### config.mk
export PLATFORM = sky130hd
export DESIGN_NAME = spi_master_ctrl
export DESIGN_NICKNAME = d
export VERILOG_FILES = /design/src/rtl/spi_pkg.sv /design/src/rtl/spi_sclk_gen.sv /design/src/rtl/spi_master_ctrl.sv
export SDC_FILE = /design/constraint.sdc
export NUM_CORES = 1
export LEC_CHECK = 0
export ABC_CLOCK_PERIOD_IN_PS = 1820
export CAP_MARGIN = 20
export CORE_MARGIN = 2
export CORE_UTILIZATION = 45
export DETAILED_ROUTE_END_ITERATION = 8
export DONT_BUFFER_PORTS = 1
export MAX_ROUTING_LAYER = met4
export PLACE_DENSITY_LB_ADDON = 0.15
export SLEW_MARGIN = 40
export SYNTH_ARGS = -nofsm -noshare
export SYNTH_HDL_FRONTEND = slang
export SYNTH_SLANG_ARGS = --single-unit
### constraint.sdc
create_clock -name clock -period 1.82 [get_ports clock]
set_input_delay 0.091 -clock clock [delete_from_list [all_inputs] [get_ports clock]]
set_output_delay 0.091 -clock clock [all_outputs]
set_load 0.05 [all_outputs]
### src/rtl/spi_pkg.sv
// Shared types and default sizing for the SPI mode-0 master controller.
package spi_pkg;

  typedef enum logic [2:0] {
    IDLE  = 3'd0,
    SETUP = 3'd1,
    SHIFT = 3'd2,
    HOLD  = 3'd3,
    DONE  = 3'd4
  } state_t;

  localparam int DEF_DATA_WIDTH = 8;
  localparam int DEF_CLK_DIV    = 4;

endpackage

### src/rtl/spi_sclk_gen.sv
// SCLK divider: toggles sclk every CLK_DIV system clocks while enabled.
// rise_tick/fall_tick are high in the cycle whose closing edge changes sclk,
// so the controller can act on the same edge that moves sclk.
module spi_sclk_gen #(
  parameter int CLK_DIV = spi_pkg::DEF_CLK_DIV
) (
  input  logic clock,
  input  logic reset,
  input  logic en,
  output logic sclk,
  output logic rise_tick,
  output logic fall_tick
);

  localparam int DIV_W = (CLK_DIV > 1) ? $clog2(CLK_DIV) : 1;

  logic [DIV_W-1:0] div_cnt;
  logic             wrap;

  assign wrap      = en && (div_cnt == DIV_W'(CLK_DIV - 1));
  assign rise_tick = wrap && !sclk;
  assign fall_tick = wrap && sclk;

  // Divider counts 0..CLK_DIV-1 and flips sclk on wrap; cleared whenever disabled.
  always_ff @(posedge clock) begin
    if (reset || !en) begin
      div_cnt <= '0;
      sclk    <= 1'b0;
    end else if (wrap) begin
      div_cnt <= '0;
      sclk    <= ~sclk;
    end else begin
      div_cnt <= div_cnt + 1'b1;
    end
  end

endmodule

### src/rtl/spi_master_ctrl.sv
// SPI mode-0 master: one full-duplex DATA_WIDTH-bit transfer per accepted start.
//
// state | meaning
// IDLE  | cs_n high, mosi 0, waiting for start
// SETUP | cs_n low, first bit on mosi, sclk low for CLK_DIV cycles
// SHIFT | sclk running; sample miso on rise, advance mosi on fall
// HOLD  | cs_n still low, sclk low for CLK_DIV cycles after last fall
// DONE  | cs_n high, done pulse, rx_data updated; back to IDLE next cycle
module spi_master_ctrl
  import spi_pkg::*;
#(
  parameter int DATA_WIDTH = DEF_DATA_WIDTH,
  parameter int CLK_DIV    = DEF_CLK_DIV
) (
  input  logic                  clock,
  input  logic                  reset,
  input  logic                  start,
  input  logic [DATA_WIDTH-1:0] tx_data,
  output logic                  busy,
  output logic                  done,
  output logic [DATA_WIDTH-1:0] rx_data,
  output logic                  sclk,
  output logic                  mosi,
  input  logic                  miso,
  output logic                  cs_n
);

  localparam int DIV_W = (CLK_DIV > 1) ? $clog2(CLK_DIV) : 1;
  localparam int BIT_W = $clog2(DATA_WIDTH + 1);

  state_t                state;
  // MSB goes straight to mosi at accept, so only the remaining bits are stored.
  logic [DATA_WIDTH-2:0] tx_sh;
  logic [DATA_WIDTH-1:0] rx_sh;
  logic [BIT_W-1:0]      bit_cnt;
  // SETUP/HOLD dwell timer: loaded with CLK_DIV-1, terminal count at zero.
  logic [DIV_W-1:0]      wait_cnt;
  logic                  rise_tick;
  logic                  fall_tick;

  spi_sclk_gen #(
    .CLK_DIV(CLK_DIV)
  ) u_sclk_gen (
    .clock    (clock),
    .reset    (reset),
    .en       (state == SHIFT),
    .sclk     (sclk),
    .rise_tick(rise_tick),
    .fall_tick(fall_tick)
  );

  // Transfer sequencing, shift registers and all registered handshake outputs.
  always_ff @(posedge clock) begin
    if (reset) begin
      state    <= IDLE;
      busy     <= 1'b0;
      done     <= 1'b0;
      rx_data  <= '0;
      mosi     <= 1'b0;
      cs_n     <= 1'b1;
      tx_sh    <= '0;
      rx_sh    <= '0;
      bit_cnt  <= '0;
      wait_cnt <= '0;
    end else begin
      done <= 1'b0;
      case (state)
        IDLE: begin
          mosi <= 1'b0;
          if (start) begin
            state    <= SETUP;
            busy     <= 1'b1;
            cs_n     <= 1'b0;
            tx_sh    <= tx_data[DATA_WIDTH-2:0];
            mosi     <= tx_data[DATA_WIDTH-1];
            rx_sh    <= '0;
            bit_cnt  <= '0;
            wait_cnt <= DIV_W'(CLK_DIV - 1);
          end
        end
        SETUP: begin
          if (wait_cnt == '0) begin
            state <= SHIFT;
          end else begin
            wait_cnt <= wait_cnt - 1'b1;
          end
        end
        SHIFT: begin
          if (rise_tick) begin
            rx_sh <= {rx_sh[DATA_WIDTH-2:0], miso};
          end
          if (fall_tick) begin
            bit_cnt <= bit_cnt + 1'b1;
            if (bit_cnt == BIT_W'(DATA_WIDTH - 1)) begin
              state    <= HOLD;
              wait_cnt <= DIV_W'(CLK_DIV - 1);
            end else begin
              mosi  <= tx_sh[DATA_WIDTH-2];
              tx_sh <= tx_sh << 1;
            end
          end
        end
        HOLD: begin
          if (wait_cnt == '0) begin
            state   <= DONE;
            done    <= 1'b1;
            cs_n    <= 1'b1;
            rx_data <= rx_sh;
          end else begin
            wait_cnt <= wait_cnt - 1'b1;
          end
        end
        DONE: begin
          state <= IDLE;
          busy  <= 1'b0;
          mosi  <= 1'b0;
        end
        default: begin
          state <= IDLE;
          busy  <= 1'b0;
          cs_n  <= 1'b1;
          mosi  <= 1'b0;
        end
      endcase
    end
  end

endmodule

==> results.txt <==
R2R depth - 5
Area Overhead vs Synth - 21.63%
ys async rst share - 0%
Setup CP Type - flip-flop to flip-flop
top cells by area, synth - dfxtp_1 (48%), nand2_1 (10%), a21oi_1 (9.8%)
startpoint of the worst hold path - tx_data[7]
CTS Hold Buffers Added - 11
Worst R2R Start - u_sclk_gen.div_cnt[0]
H-tree levels - 2
worst reg2reg setup slack - 0.15 ns
vias in the first global route - 1399
CP Capture Type - flip-flop
clock buffer depth - 2
row cnt - 21
first-pass GRT wire length - 6.044 mm
Diodes inserted - 0
Root Buffer - clkbuf_4
clock skew - 0.007696 ns
unrepaired setup endpoints after global routing - no
Post-synth top cells - nand2_1 (45), dfxtp_1 (39), a21oi_1 (32)
Slew @ Worst Pin - 0.5280 ns
number of flops mapped to enable cells by yosys - 0
gr ovfl total - 0
Max Cap Viol - 0
CP Data Arrival Time - 1.96 ns
post-cts resize count - 0
outcome - finished, final reports clean
Initial DRC Count - 122
GPL Wtd Cong - 0.7946
# IOs - 25
effective utilization at floorplan - 47.77%
Post-Place Setup Slack - 0.1922 ns
maximum vdd drop - 522.8 uV
Req. time, crit path - 2.11 ns
share of layout cells above drive strength 1 - 15.18%
Clock Pin Slew Worst Setup and Hold Paths - 0.12 ns
fmax - 599.4 MHz
crit path time final - 1.668 ns
yosys warns - 0
Cell Area, Synth - 0.001632 sq mm
cells after synthesis - 197
Leakage - 0.7477 nW
initial antenna violation count - 0
Avg Cell Area, Syn - 8.282 sq um
final antenna-violating net count - 0
port bufs - 0
crit start category - flip-flop
First-pass DRT Iterations - 4
die area - 0.004124 sq mm
Critical Path Fanout Max - 5
Vias - 1467
worst setup margin - 0.1518 ns
final setup violation count - 0
Yosys top cell by area - dfxtp_1
drt wl/cell - 13.16 um
max-slew violation count - 0
pwr/cell area - 1175 mW/mm^2
FF-to-FF End - bit_cnt[3]
final WL - 3.552 mm
Synth Register Bits - 39
Hold Path Sink - mosi
hold_ws - 0.07029 ns
die height - 64.22 um
core box area - 0.003416 sq mm
period utilisation layout - 91.66%
Post-Syn Nets - 212
post-synth top area share - 47.85%
Hold Crit Class - input port to flip-flop
Slew headroom - 64.75%
CTS tree - built
CTS Buf Count - 5
sequential-to-total area share from yosys stat - 47.85%
top-count cell post-synth - nand2_1
CTS sink cnt - 39
DR DRC count - 0
Die X - 64.22 um
post-DR vias/cell - 5.433
Synth cell types - 38
post-CTS setup repair buffer count - 0
Detail Placement HPWL - 2.422 mm
hold path depth - 4
final hold vios - 0
TNS Setup - 0 ns
GR Util All Layers - 19.59%
largest net degree at the start of global routing - 41
Worst-Skew Late Latency - 0.36 ns
Synth Flop Type - dfxtp_1
fin nets - 238
[power breakdown]
| part | switching [mW] | total, mW | internal [mW] | leakage [nW] |
|---|---|---|---|---|
| clock network | 0.295 | 0.583 | 0.289 | 0.0452 |
| registers | 0.0760 | 1.03 | 0.949 | 0.318 |
| logic | 0.414 | 0.723 | 0.309 | 0.385 |
| total | 0.784 | 2.33 | 1.55 | 0.748 |
[worst max-delay path: stages, from the launching register on]
cell,delay [ns]
dfxtp_1,0.36
ha_1,0.17
nand3_1,0.13
a21o_1,0.26
or4b_1,0.52
a31oi_1,0.16
[kinds of logic after synthesis]
family / after synthesis / share of synthesized area (%)
compound gates: 51 / 19.71
xor+xnor: 2 / 1.074
fa+ha+maj: 3 / 2.301
buf+inv: 13 / 3.528
flops: 39 / 47.85
mux: 1 / 0.6135
simple gates: 88 / 24.92
[cells in the final DEF (no fill, tap or decap), types with 2 or more instances in the layout]
cell	n
nor2_1	10
buf_4	19
dlygate4sd3_1	10
nor3_1	5
inv_1	2
nand2b_1	4
nand2_1	45
a311oi_1	7
a21o_1	3
ha_1	3
clkbuf_4	5
a21oi_1	32
dfxtp_1	38
nand3_1	12
nand3b_1	2
[routing by layer]
| layer | vias to the layer above | part of all wire (%) | global-route usage, % |
|---|---|---|---|
| met5 | - | 0 | - |
| met4 | 0 | 1.8 | 9.309 |
| met3 | 6 | 5.4 | 6.690 |
| met2 | 36 | 45 | 29.17 |
| met1 | 681 | 48 | 23.79 |
| li1 | 744 | - | - |
[metrics by stage]
step / utilization, % / total power [mW] / cell area [sq um] / instances
2_1_floorplan: - / 1.530 / 1633 / 197
3_3_place_gp: 52.20 / 1.702 / 1783 / 251
3_5_place_dp: 52.20 / 1.730 / 1783 / 251
4_1_cts: 58.10 / 2.353 / 1984 / 270
5_1_grt: 58.10 / 2.497 / 1984 / 270
6_report: 58.10 / 2.332 / 1984 / 270
[layout make-up]
type                    instances  area (sq um)
fillers                       322          1431
multi-input cells             145         793.3
flip-flops and latches         39         782.0
repair buffers                 30         262.8
well taps                      46         57.56
clock inverters                 3         43.79
clock buffers                   5         37.54
inverters                       2         7.507
[state kept, by name, indices dropped and copies added, names as in the netlist]
signal,count
wait_cnt,2
bit_cnt,4
busy,1
u_sclk_gen.div_cnt,2
rx_sh,8
state,3
done,1
u_sclk_gen.sclk,1
cs_n,1
mosi,1
rx_data,8
tx_sh,7
[how the worst max path moves through the flow]
stage | start | end | slack [ns] | depth (start not counted)
final | u_sclk_gen.div_cnt[0] | bit_cnt[3] | 0.15 | 5
after global routing | u_sclk_gen.div_cnt[0] | bit_cnt[3] | 0.07 | 5
after CTS | u_sclk_gen.div_cnt[0] | bit_cnt[3] | 0.16 | 5
after detailed placement | u_sclk_gen.div_cnt[0] | bit_cnt[3] | 0.19 | 5
after global placement | u_sclk_gen.div_cnt[0] | bit_cnt[3] | 0.25 | 5
after floorplan | u_sclk_gen.div_cnt[0] | bit_cnt[3] | 0.17 | 5
(Power assumes the default switching activity.)
